**src/rtl/program_counter.sv**
```systemverilog
// 64-bit program counter with branch/jump update, misaligned-target trap
// and a counter of accepted PC updates.
module program_counter #(
    parameter int unsigned     W        = 64,
    parameter logic [W-1:0]    RESET_PC = '0,
    parameter int unsigned     CNT_W    = 32
) (
    input  logic             clock,
    input  logic             reset,
    input  logic [1:0]       Psel,
    input  logic             PCsel,
    input  logic [W-1:0]     K,
    input  logic [W-1:0]     in,
    input  logic             stall,
    input  logic             EN_PC,
    output logic [W-1:0]     PC,
    output logic [W-1:0]     PC4,
    output logic [W-1:0]     bus_out,
    output logic             bus_drive,
    output logic             fault,
    output logic [W-1:0]     fault_pc,
    output logic [CNT_W-1:0] upd_count
);

    typedef enum logic {
        RUN  = 1'b0,
        TRAP = 1'b1
    } state_t;

    state_t         state;
    logic [W-1:0]   off;
    logic [W-1:0]   off_sh;
    logic [W-1:0]   next_pc;
    logic           misaligned;
    logic           accept;

    assign PC4       = PC + W'(4);
    assign bus_out   = EN_PC ? PC4 : '0;
    assign bus_drive = EN_PC;

    // Offsets are in words; the top two bits fall off the shift.
    assign off    = PCsel ? K : in;
    assign off_sh = {off[W-3:0], 2'b00};

    always_comb begin
        next_pc = PC;
        unique case (Psel)
            2'b00: next_pc = PC;
            2'b01: next_pc = PC4;
            2'b10: next_pc = in;
            2'b11: next_pc = PC4 + off_sh;
        endcase
    end

    assign misaligned = |next_pc[1:0];
    assign accept     = !stall && (state == RUN);

    always_ff @(posedge clock) begin
        if (!reset) begin
            state     <= RUN;
            PC        <= RESET_PC;
            fault     <= 1'b0;
            fault_pc  <= '0;
            upd_count <= '0;
        end else if (accept) begin
            if (misaligned) begin
                state    <= TRAP;
                fault    <= 1'b1;
                fault_pc <= PC;
            end else begin
                PC <= next_pc;
                if (Psel != 2'b00) begin
                    upd_count <= upd_count + CNT_W'(1);
                end
            end
        end
    end

endmodule
```
**config.mk**
```make
export PLATFORM = sky130hd
export DESIGN_NAME = program_counter
export DESIGN_NICKNAME = d
export VERILOG_FILES = /design/src/rtl/program_counter.sv
export SDC_FILE = /design/constraint.sdc
export NUM_CORES = 1
export LEC_CHECK = 0
export CAP_MARGIN = 20
export CORE_ASPECT_RATIO = 1.1
export CORE_MARGIN = 10
export CORE_UTILIZATION = 35
export DETAILED_ROUTE_END_ITERATION = 6
export REMOVE_ABC_BUFFERS = 1
export SLEW_MARGIN = 0
export SYNTH_ARGS = -nofsm -noshare
export SYNTH_HDL_FRONTEND = slang
export SYNTH_SLANG_ARGS = --single-unit
```
**constraint.sdc**
```tcl
create_clock -name clock -period 4.8 [get_ports clock]
set_input_delay 0.72 -clock clock [delete_from_list [all_inputs] [get_ports clock]]
set_output_delay 0.72 -clock clock [all_outputs]
set_load 0.02 [all_outputs]
```
After elaboration in Yosys (flattened, before gate mapping)
Index checks and enable logic that the tools add are counted.

storage, ports and cells
  ROM bits = 0
  register bits = 161
  bits in writable memories = 0
  logic and storage cells = 26
  memories = 0
  input bits = 135
  output and inout port bits = 290
  latch bits = 0

cells by class
  multipliers = 0
  divide/modulo/power cells = 0
  bitwise gates (word level) = 3
  mux-type cells = 3
  shifts and indexed selects = 0
  reductions and logical operators = 9
  eq/ne operators = 3
  magnitude comparators = 0
  add/subtract/negate cells = 3

operators with widths
  kind                                                  count
  one-hot mux 64 bit (4 select lines)                   1
  adder 64 x 3 -> 64 bit (second input constant)        1
  adder 64 bit                                          1
  2-to-1 mux 64 bit                                     1
  2-to-1 mux 62 bit                                     1
  adder 32 x 1 -> 32 bit (second input constant)        1
  AND reduction 3 bit                                   2
  equality test 2 bit (second input constant)           2
  AND reduction 2 bit                                   2
  NOT 1 bit                                             3
  equality test 2 x 1 -> 1 bit (second input constant)  1
  zero test 2 bit                                       1
  nonzero test 2 bit                                    1
  OR reduction 2 bit                                    1
  logical AND 1 bit                                     1
  zero test 1 bit                                       1

Depth between registers and ports, before layout
Gate-level depths: netlist of the first run.

  word-level depth = 6
  depth in mapped cells = 21
  mapped depth without buffers = 19

Least setup slack after synthesis of the first run
Ideal clock, no wire load.

  kind = register to register
  start = register PC[14]
  end = register PC[62]
  data required time = 4742 ps
  setup time = 58 ps
  data arrival time = 4721 ps
  slack = 20 ps
  stages on the path, launching flop included = 17
  path buffers = 1
  period minus slack after synthesis = 4780 ps
  path through = dfxtp_1 and4_1 buf_4 nand3_1 nor4_4 nand4_1 xnor2_1 ha_1 a2111oi_0 o21ai_0 a41o_1 a211o_1 a211oi_2 o2111ai_1 and3_1 nor3_1 o221a_2

between the ends
  word-level cells in the longest chain between the ends = 3

ends and longest elaborated chain
  item                                 line  source
  start: declaration                   16    output logic [W-1:0] PC,
  start signal: assignment             71    PC <= next_pc;
  adder 64 x 3 -> 64 bit               37    assign PC4 = PC + W'(4);
  net PC4[33]                          17    output logic [W-1:0] PC4,
  adder 64 bit                         51    2'b11: next_pc = PC4 + off_sh;
  one-hot mux 64 bit (4 select lines)  47    unique case (Psel)

The timed path passes the listed nets, and every way through them passes these cells.
A chain may end at the register's enable or synchronous reset.

Worst setup path after layout of the first run
  start = register PC[17]
  end = output port bus_out[58]

between the ends
  word-level cells in the longest chain between the ends = 2

ends and longest elaborated chain
  item                    line  source
  adder 64 x 3 -> 64 bit  37
  2-to-1 mux 64 bit       38    assign bus_out = EN_PC ? PC4 : '0;
  end: declaration        18    output logic [W-1:0] bus_out,

Every way passes these cells.

==> results by stage, run 1 <==
Clocking:
- CTS built an H-tree with a depth of 4.
- The maximum buffer depth of the clock tree is 2.
- The worst-skew pair later-pin latency is between 0.4 and 0.5 ns.
- CTS placed an instance of clkbuf_16 at the clock tree root.
- The CTS clock-pin slew for the worst setup and hold paths is ~0.080 ns.
- TritonCTS built the clock tree.
- The clock net in this run drives a total of between 150 and 200 sinks.
- The number of buffers created by CTS is 17.

Global routing:
- Summed over all layers, the global routing overflow is 0.
- The initial antenna violation count is 3.
- Entering global routing, the biggest net connects 76 pins.
- The number of global-route vias before repair came to approximately 16000.
- For this run, the total global-route usage over all layers was measured as 27.4%.
- The wire length of the first global-routing pass is roughly 100 mm.

Timing:
- Setup violations remaining at the end of the flow were counted as 0.
- Static timing analysis puts the maximum clock frequency at 0.221 GHz.
- The worst hold-check slack is between 0.4 and 0.5 ns.
- The worst max-slew margin expressed relative to the limit is a little over a third.
- The worst path meets setup with between 0.2 and 0.3 ns of slack.
- The final hold violation count was 0.
- The post-route clock skew is 0.0121 ns.
- The max-slew violation count is 0.
- The final critical path time including I/O delays and setup is between 4 and 5 ns.
- At the pin with the least slew margin, the transition time is a little under 1 ns.
- The total negative setup slack is 0 ns.
- The final critical path takes up between 90% and 100% of the cycle.

Yosys:
- The most used flip-flop cell after synthesis is dfxtp_1.
- The share of async-settable or async-resettable flops after synthesis is 0%.
- The netlist uses 76 different library cells.
- The register bit count reported by yosys is about 160.
- The sequential share of the synthesized area is between 20% and 30%.
- The synthesized area divided by synthesized cell count is roughly 7.3 um^2.
- The cell area after synthesis is roughly 0.013 mm^2.
- The cell count after synthesis came out at ~1800.
- The number of synthesis warnings is 0.
- The number of enable flip-flop cells after synthesis is 0.

Drt:
- The pre-antenna-repair detailed-routing pass consisted of 5 iterations.
- The average wire per cell in the routed design is roughly 24 um.
- Using the TritonRoute via totals, the vias-per-cell ratio works out to 5.57.
- The total vias in the final route is between 15000 and 20000.
- In the routed design, unresolved DRC markers number 0.
- The total length of routed wires is 66.5 mm.
- For this block, the initial DRC count from the detailed router was between 1000 and 1500.
- The number of routed nets with antenna violations is 0.

Worst hold path:
- The worst hold path passes through 2 cells.
- The worst hold path belongs to the class reg2reg.
- The worst hold path begins at fault_pc[7].
- The worst hold path terminates at fault_pc[7].

Critical path:
- Walking the worst path, the cells encountered are and4_2 -> nand3_2 -> nor4_4 -> buf_4 -> nand3_2 -> buf_4 -> or2_1 -> nor2_1 -> xor2_1 -> and2_1 -> clkdlybuf4s50_1.
- The required time of the worst setup path is 4.08 ns.
- The worst setup path startpoint is PC[17].
- Measured in cells, the most critical reg-to-reg path has a length of 21.
- The data arrival time of the critical path is between 3 and 4 ns.
- The largest fanout on the critical path is 5.
- The critical path buffer and inverter count is 3.
- The dominant delay contributor by cell family on the critical path is simple AND/OR/NAND/NOR gates.
- The longest individual stage delay on the worst path is around 0.61 ns.
- The startpoint of the lowest-slack register-to-register path is PC[2].
- The largest individual stage delay along the critical path comes from the cell clkdlybuf4s50_1.
- The endpoint identified for the worst register-to-register timing path is PC[62].
- The critical path startpoint category is a flip-flop.
- The critical path is of the reg2out type.
- The worst setup path is captured at a primary output.
- The worst register-to-register path has a setup slack of ~0.28 ns.

Power:
- The largest vdd supply drop is 0.000261 V.
- The power per unit of standard cell area is 248 mW/mm^2.
- The analysis attributes to cell leakage a power of 7.74 nW.

Placement:
- The post-placement worst setup slack is -0.00989 ns.
- Port buffering added between 400 and 500 buffers.
- The HPWL after detailed placement is 52.1 mm.
- The placed instance count is approximately 2800.
- The weighted congestion reported at the end of routability-driven placement is ~0.95.

Finish:
- The finished layout holds approximately 2800 standard cells, fillers aside.
- In the final layout, the share of cells above drive strength 1 is a little over an eighth.
- The final-layout fill cell count is between 3000 and 4000.
- For this run, the post-layout net count is between 2000 and 3000.
- The area growth from synthesis to layout is 47.0%.

Die:
- The die outline height is between 200 and 250 um.
- The die span in x is 206 um.
- For this design the top-level I/O count stands at 425.
- The floorplan step defined a die boundary enclosing 0.0464 mm^2.
- For this configuration, the core starts out at a cell density of 35.7%.
- The core area is between 0.03 and 0.04 mm^2.
- In this run the core area contains 74 standard-cell rows.

Run:
- The tool flagged a number of max-cap violations equal to 0.

Outcome:
- The flow ran to the end, and the final reports show no timing, DRC or antenna violations.
-- timing repair --
item	CTS	global route
hold endpoints to repair	0	0
hold buffers	0	0
setup buffers	0	0
resized for setup	4	32
pin swaps	0	6
endpoints found under the setup margin	2	16
-- worst min-delay path: cells and delay by family, from the launching register on --
family / cells / cell delay [ns]
DFF: 1 / 0.31
and+or+nand+nor: 1 / 0.05
AOI/OAI and AO/OA: 1 / 0.05
-- final cells by class --
cell class | count | area (um^2) | share of cell area, %
tap | 494 | 618 | 3.15
timing repair buffer | 576 | 5380 | 27.4
sequential | 161 | 3220 | 16.4
inverter | 53 | 201 | 1.03
antenna | 2 | 5.00 | 0.0255
clock inverter | 14 | 120 | 0.612
multi-input combinational | 1487 | 9630 | 49.1
clock buffer | 18 | 439 | 2.24
-- per-stage QoR --
stage               utilization, %  instance area, um^2  total power (W)
floorplan                        -                12900          0.00253
global placement              50.6                18900          0.00346
detailed placement            50.6                18900          0.00347
CTS                           52.1                19500          0.00486
global route                  52.4                19600          0.00510
finish                        52.4                19600          0.00487
-- how the worst max path moves through the flow --
stage                          endpoint  slack (ns)  depth (start not counted)
after floorplan           upd_count[30]       -0.52                         10
after global placement           PC[58]      -0.003                         16
after detailed placement         PC[58]       -0.01                         16
after CTS                   bus_out[61]        0.04                         12
after global routing             PC[62]       -0.02                         21
final                       bus_out[58]        0.27                         11
-- routing by layer --
metal  vias up  wire (um)  track usage (%)
met3       106       5590             6.56
met2       659      31700             46.8
li1       7424          -                -
met5         -          0                0
met1      7436      26600             32.0
met4         0       2640             11.5
-- layout by cell type (no fill, tap or decap), types with 30 or more instances in the layout --
cell | Yosys | final
a21oi_1 | 199 | 197
xnor2_1 | 73 | 71
o21ai_0 | 96 | 93
buf_4 | 4 | 152
nand3_1 | 47 | 46
xor2_1 | 60 | 58
inv_1 | 53 | 52
nor2_1 | 155 | 151
a221oi_1 | 42 | 41
dfxtp_1 | 161 | 161
and2_1 | 54 | 54
nand4_1 | 44 | 44
mux2_2 | 62 | 62
nand2_1 | 256 | 254
clkdlybuf4s50_1 | 0 | 417
a21o_1 | 30 | 30
ha_1 | 72 | 67
nor3_1 | 44 | 43
-- power breakdown --
part	switching [W]	internal, W	leakage (nW)
Combinational	0.00116	0.000877	6.17
Sequential	0.0000529	0.00139	1.31
Clock	0.000690	0.000694	0.267
-- Yosys cell counts, drive strengths merged, types with 5 or more instances --
master	count	area, um^2
a211oi	9	77.6
a21boi	5	37.5
a21o	30	225
a21oi	199	996
a221oi	42	368
a31oi	13	81.3
and2	55	344
and3	29	181
and4	15	131
buf	15	75.1
clkbuf	104	390
dfxtp	161	3220
ha	72	901
inv	53	199
mux2	62	698
mux2i	17	170
nand2	256	961
nand2b	6	37.5
nand3	49	255
nand4	46	318
nor2	155	582
nor2b	29	181
nor3	47	250
nor4	5	76.3
o211ai	15	113
o21a	8	60.1
o21ai	100	500
o21bai	17	128
o22ai	6	37.5
or2	8	50.1
or3	10	62.6
xnor2	75	683
xor2	60	526
-- cells by family (layout without fill, tap and decap cells) --
| kind of cell | count (synthesis) | in the layout | synth area share [%] |
|---|---|---|---|
| multiplexers | 79 | 79 | 6.51 |
| AO/OA/AOI/OAI | 481 | 481 | 22.2 |
| buffers and inverters | 172 | 661 | 4.98 |
| XOR/XNOR | 135 | 135 | 9.06 |
| AND/OR/NAND/NOR | 719 | 719 | 26.3 |
| flip-flops | 161 | 161 | 24.1 |
| other | 0 | 2 | 0 |
| adder cells (fa/ha/maj) | 73 | 73 | 6.90 |
-- registers in the layout (all words and copies together), names as in the netlist --
signal,cells
fault_pc,64
upd_count,32
state,1
PC,64
Power figures use the tool's default switching activity.
==> run 2: changes to the inputs <==
--- a/config.mk
+++ b/config.mk
@@ -11,7 +11,7 @@
 export CORE_UTILIZATION = 35
 export DETAILED_ROUTE_END_ITERATION = 6
 export REMOVE_ABC_BUFFERS = 1
-export SLEW_MARGIN = 0
+export SLEW_MARGIN = 20
 export SYNTH_ARGS = -nofsm -noshare
 export SYNTH_HDL_FRONTEND = slang
 export SYNTH_SLANG_ARGS = --single-unit
==> results of run 2 <==
No change in the layout: final DEF, timing and power equal those of run 1.
==> run 3: changes to the inputs <==
--- a/config.mk
+++ b/config.mk
@@ -10,7 +10,9 @@
 export CORE_MARGIN = 10
 export CORE_UTILIZATION = 35
 export DETAILED_ROUTE_END_ITERATION = 6
+export PLACE_DENSITY = 0.66
 export REMOVE_ABC_BUFFERS = 1
+export SKIP_CTS_REPAIR_TIMING = 1
 export SLEW_MARGIN = 20
 export SYNTH_ARGS = -nofsm -noshare
 export SYNTH_HDL_FRONTEND = slang
==> constraint.sdc (replaced) <==
create_clock -name clock -period 4 [get_ports clock]
set_input_delay 0.6 -clock clock [delete_from_list [all_inputs] [get_ports clock]]
set_output_delay 0.6 -clock clock [all_outputs]
set_load 0.02 [all_outputs]
==> run 3 against run 2 <==
Effect of this change: the run now ends with setup timing left; sequential cell count stayed put; final cell count is 11% higher; critical path depth is 9 higher; design area is 18% higher; first-iteration DRC count is 11% lower; total power is 39% higher; global-route usage is 1.5 points higher; largest power group unchanged; die area stayed put; worst hold slack hardly changed; critical endpoint is now PC[60]; combinational power is 52% higher; sequential share of layout area is 2.5 points lower; register-to-register slack worse by 0.57 ns.
==> results by stage, run 3 (same netlist as run 1, synthesis figures left out) <==
Clocking:
- The CTS clock-pin slew for the worst setup and hold paths is around 0.07 ns.
- The number of clock sinks is approximately 160.
- The clock root buffer is clkbuf_16.
- The TritonCTS clock tree is built.
- The maximum buffer depth of the clock tree is 2.
- The worst-skew pair later-pin latency is roughly 0.47 ns.
- CTS built an H-tree with a depth of 4.
- The number of buffers created by CTS is 17.

Power:
- The power per unit of standard cell area is ~290 mW/mm^2.
- The analysis attributes to cell leakage a power of 9.92 nW.
- The largest vdd supply drop is 0.000314 V.

Critical path:
- The data arrival time of the critical path is roughly 4.6 ns.
- The worst setup path is launched from a flip-flop.
- The longest individual stage delay on the worst path is 0.40 ns.
- The dominant delay contributor by cell family on the critical path is simple AND/OR/NAND/NOR gates.
- The startpoint of the lowest-slack register-to-register path is PC[20].
- The worst setup path startpoint is PC[20].
- Of all nets on the critical path, the largest fanout is 5.
- Walking the worst path, the cells encountered are and4_4 -> nand3_2 -> buf_6 -> nor4_4 -> buf_4 -> buf_6 -> nand2_1 -> xnor2_2 -> ha_2 -> nand4_1 -> nor2_2 -> nand2_2 -> or4_1 -> o32a_1 -> a21oi_2 -> a31oi_1 -> buf_4 -> o31ai_4 -> mux2i_1 -> o21ai_1.
- The kind of end point of the critical path is a flip-flop.
- Among all stages on the critical path, the largest delay is contributed by ha_2.
- For the worst setup path, the data required time is roughly 4.4 ns.
- The critical path is of the reg2reg type.
- The critical path buffer and inverter count is 4.

Die:
- The number of core rows is between 70 and 80.
- The area enclosed by the die boundary is 0.0464 mm^2.
- The initial cell density of the core is between 30% and 40%.
- During I/O placement, the number of pins put on the boundary was 425.
- The die is 225 um tall.
- The core area is around 0.037 mm^2.
- The die span in x is just over 200 um.

Timing:
- The post-route clock skew is between 0.015 and 0.02 ns.
- The measured slew at the worst slew-check pin is 0.866 ns.
- Setup repair after global routing could not meet its margin everywhere.
- Subtracting the final worst setup slack from the clock period gives approximately 4.3 ns.
- Static timing analysis puts the maximum clock frequency at approximately 0.23 GHz.
- Headroom to the max-slew limit came out at 42.2%.
- Dividing the final minimum period by the clock period gives 107%.
- The slack of the critical path is -0.294 ns.
- Setup violations remaining at the end of the flow were counted as 21.
- The max-slew violation count came to 0.
- The final hold violation count is 0.

Finish:
- The final-layout fill cell count is 3367.
- Leaving out fill and tap cells, the most frequent cell in the layout is buf_4.
- The post-synthesis to final-layout area growth is 73.4%.
- The repair_antennas step left the layout with diodes totalling 0.
- The net count of the finished layout is 2804.
- The cell area after layout is ~0.023 mm^2.
- The sequential cell area is between 0.003 and 0.004 mm^2.
- Leaving out fill and tap cells, the most frequent cells in the layout are 433 x buf_4, 390 x clkdlybuf4s50_1, 247 x nand2_1.
- The multi-input combinational cell area is between 0.01 and 0.015 mm^2.
- The proportion of layout cells with a drive suffix above 1 is 29.4%.
- The largest registers in the layout are PC: 64 flops, fault_pc: 64 flops, upd_count: 32 flops.
- The final core utilization is between 60% and 70%.

Outcome:
- The flow ran to the end, but the final reports show violations.
- The checks that failed: setup timing.

Global routing:
- The residual overflow from global routing is 0.
- The wire length of the first global-routing pass is slightly above 100 mm.
- The largest net degree at the start of global routing is 72.
- The initial antenna violation count came to 0.
- The total routing resource utilization after global routing is ~29%.
- The number of global-route vias before repair is around 17000.

Drt:
- The amount of wire on met2 after detailed routing is 35.3 mm.
- The total length of routed met3 wires is 5.39 mm.
- The total vias in the final route is between 15000 and 20000.
- The met1 wire length is 28.0 mm.
- The total length of routed wires is 71.9 mm.
- The highest routing layer actually used is met4.
- The number of routed nets with antenna violations is 0.
- For this block, the initial DRC count from the detailed router was roughly 1000.
- The average vias per placed instance is 5.51.
- The number of remaining DRC errors is 0.
- After detailed routing, the average wire length per cell comes to between 20 and 25 um.
- For this run, the detailed router's first-pass iteration total came to 5.

Worst hold path:
- The startpoint identified for the worst hold timing path is fault_pc[35].
- The class of the worst hold path is reg2reg.

Run:
- The tool flagged a number of max-cap violations equal to 0.

Placement:
- Input and output buffers added on the ports amount to 422.
- The HPWL after detailed placement is 56.1 mm.
- The placed instances occupy a cell area of ~0.021 mm^2.
- At the end of routability-driven placement, the weighted congestion stood at 0.962.
## run 3: cell count changes in the layout (fill, tap and decap cells not counted), moves of 10 or more
| cell | change |
|---|---|
| a21oi_1 | -25 |
| a21oi_2 | +21 |
| buf_4 | +281 |
| buf_6 | +17 |
| clkdlybuf4s50_1 | -27 |
| dlymetal6s2s_1 | +22 |
| ha_1 | -18 |
| ha_4 | +20 |
| nor3_1 | -13 |
| nor3_2 | +10 |
| o21ai_0 | -16 |
| xnor2_1 | -17 |
| xnor2_2 | +15 |
## run 3: path summary, 6_finish.rpt
path | to | slack, ns | depth (start not counted)
setup / recovery | PC[60] | -0.29 | 20
hold / removal | fault_pc[35] | 0.45 | 2
setup reg to reg | PC[60] | -0.29 | 20
hold reg to reg | fault_pc[35] | 0.45 | 2
## run 3: worst register-to-register path, cell delays in order, from the launching register on
cell     delay (ns)
dfxtp_1        0.36
and4_4         0.26
nand3_2        0.08
buf_6          0.15
nor4_4         0.25
buf_4          0.18
buf_6          0.15
nand2_1        0.11
xnor2_2        0.15
ha_2           0.40
nand4_1        0.17
nor2_2         0.18
nand2_2        0.08
or4_1          0.40
o32a_1         0.23
a21oi_2        0.23
a31oi_1        0.11
buf_4          0.18
o31ai_4        0.23
mux2i_1        0.20
o21ai_1        0.07
## run 3: cell type report
type / instances / share of cell area (%)
clock buffers: 18 / 1.90
well taps: 494 / 2.67
repair buffers: 876 / 33.6
multi-input cells: 1487 / 46.0
clock inverters: 14 / 0.962
inverters: 53 / 0.870
flip-flops and latches: 161 / 14.0
## run 3: power by group
part / total (W) / switching (W) / internal (W)
Clock: 0.00192 / 0.000836 / 0.00109
Sequential: 0.00173 / 0.0000614 / 0.00167
Combinational: 0.00310 / 0.00162 / 0.00148
Total: 0.00675 / 0.00252 / 0.00423
## run 3: per-layer routing
metal	vias up	global-route usage, %
met5	-	0
met4	0	12.7
met3	137	5.64
met2	751	50.7
met1	8197	33.2
li1	8003	-
## run 3: per-stage QoR
step                std cells  setup TNS (ns)  total power, W  worst slack [ns]  hold WS (ns)
finish                   3103           -2.86         0.00675            -0.294         0.455
global route             3103           -7.82         0.00702            -0.461         0.471
CTS                      3078          -25.24         0.00649            -0.701         0.457
detailed placement       3046          -15.85         0.00456            -0.648         0.447
global placement         3046          -14.76         0.00455            -0.665         0.442
floorplan                1701         -121.90         0.00304             -1.20         0.535
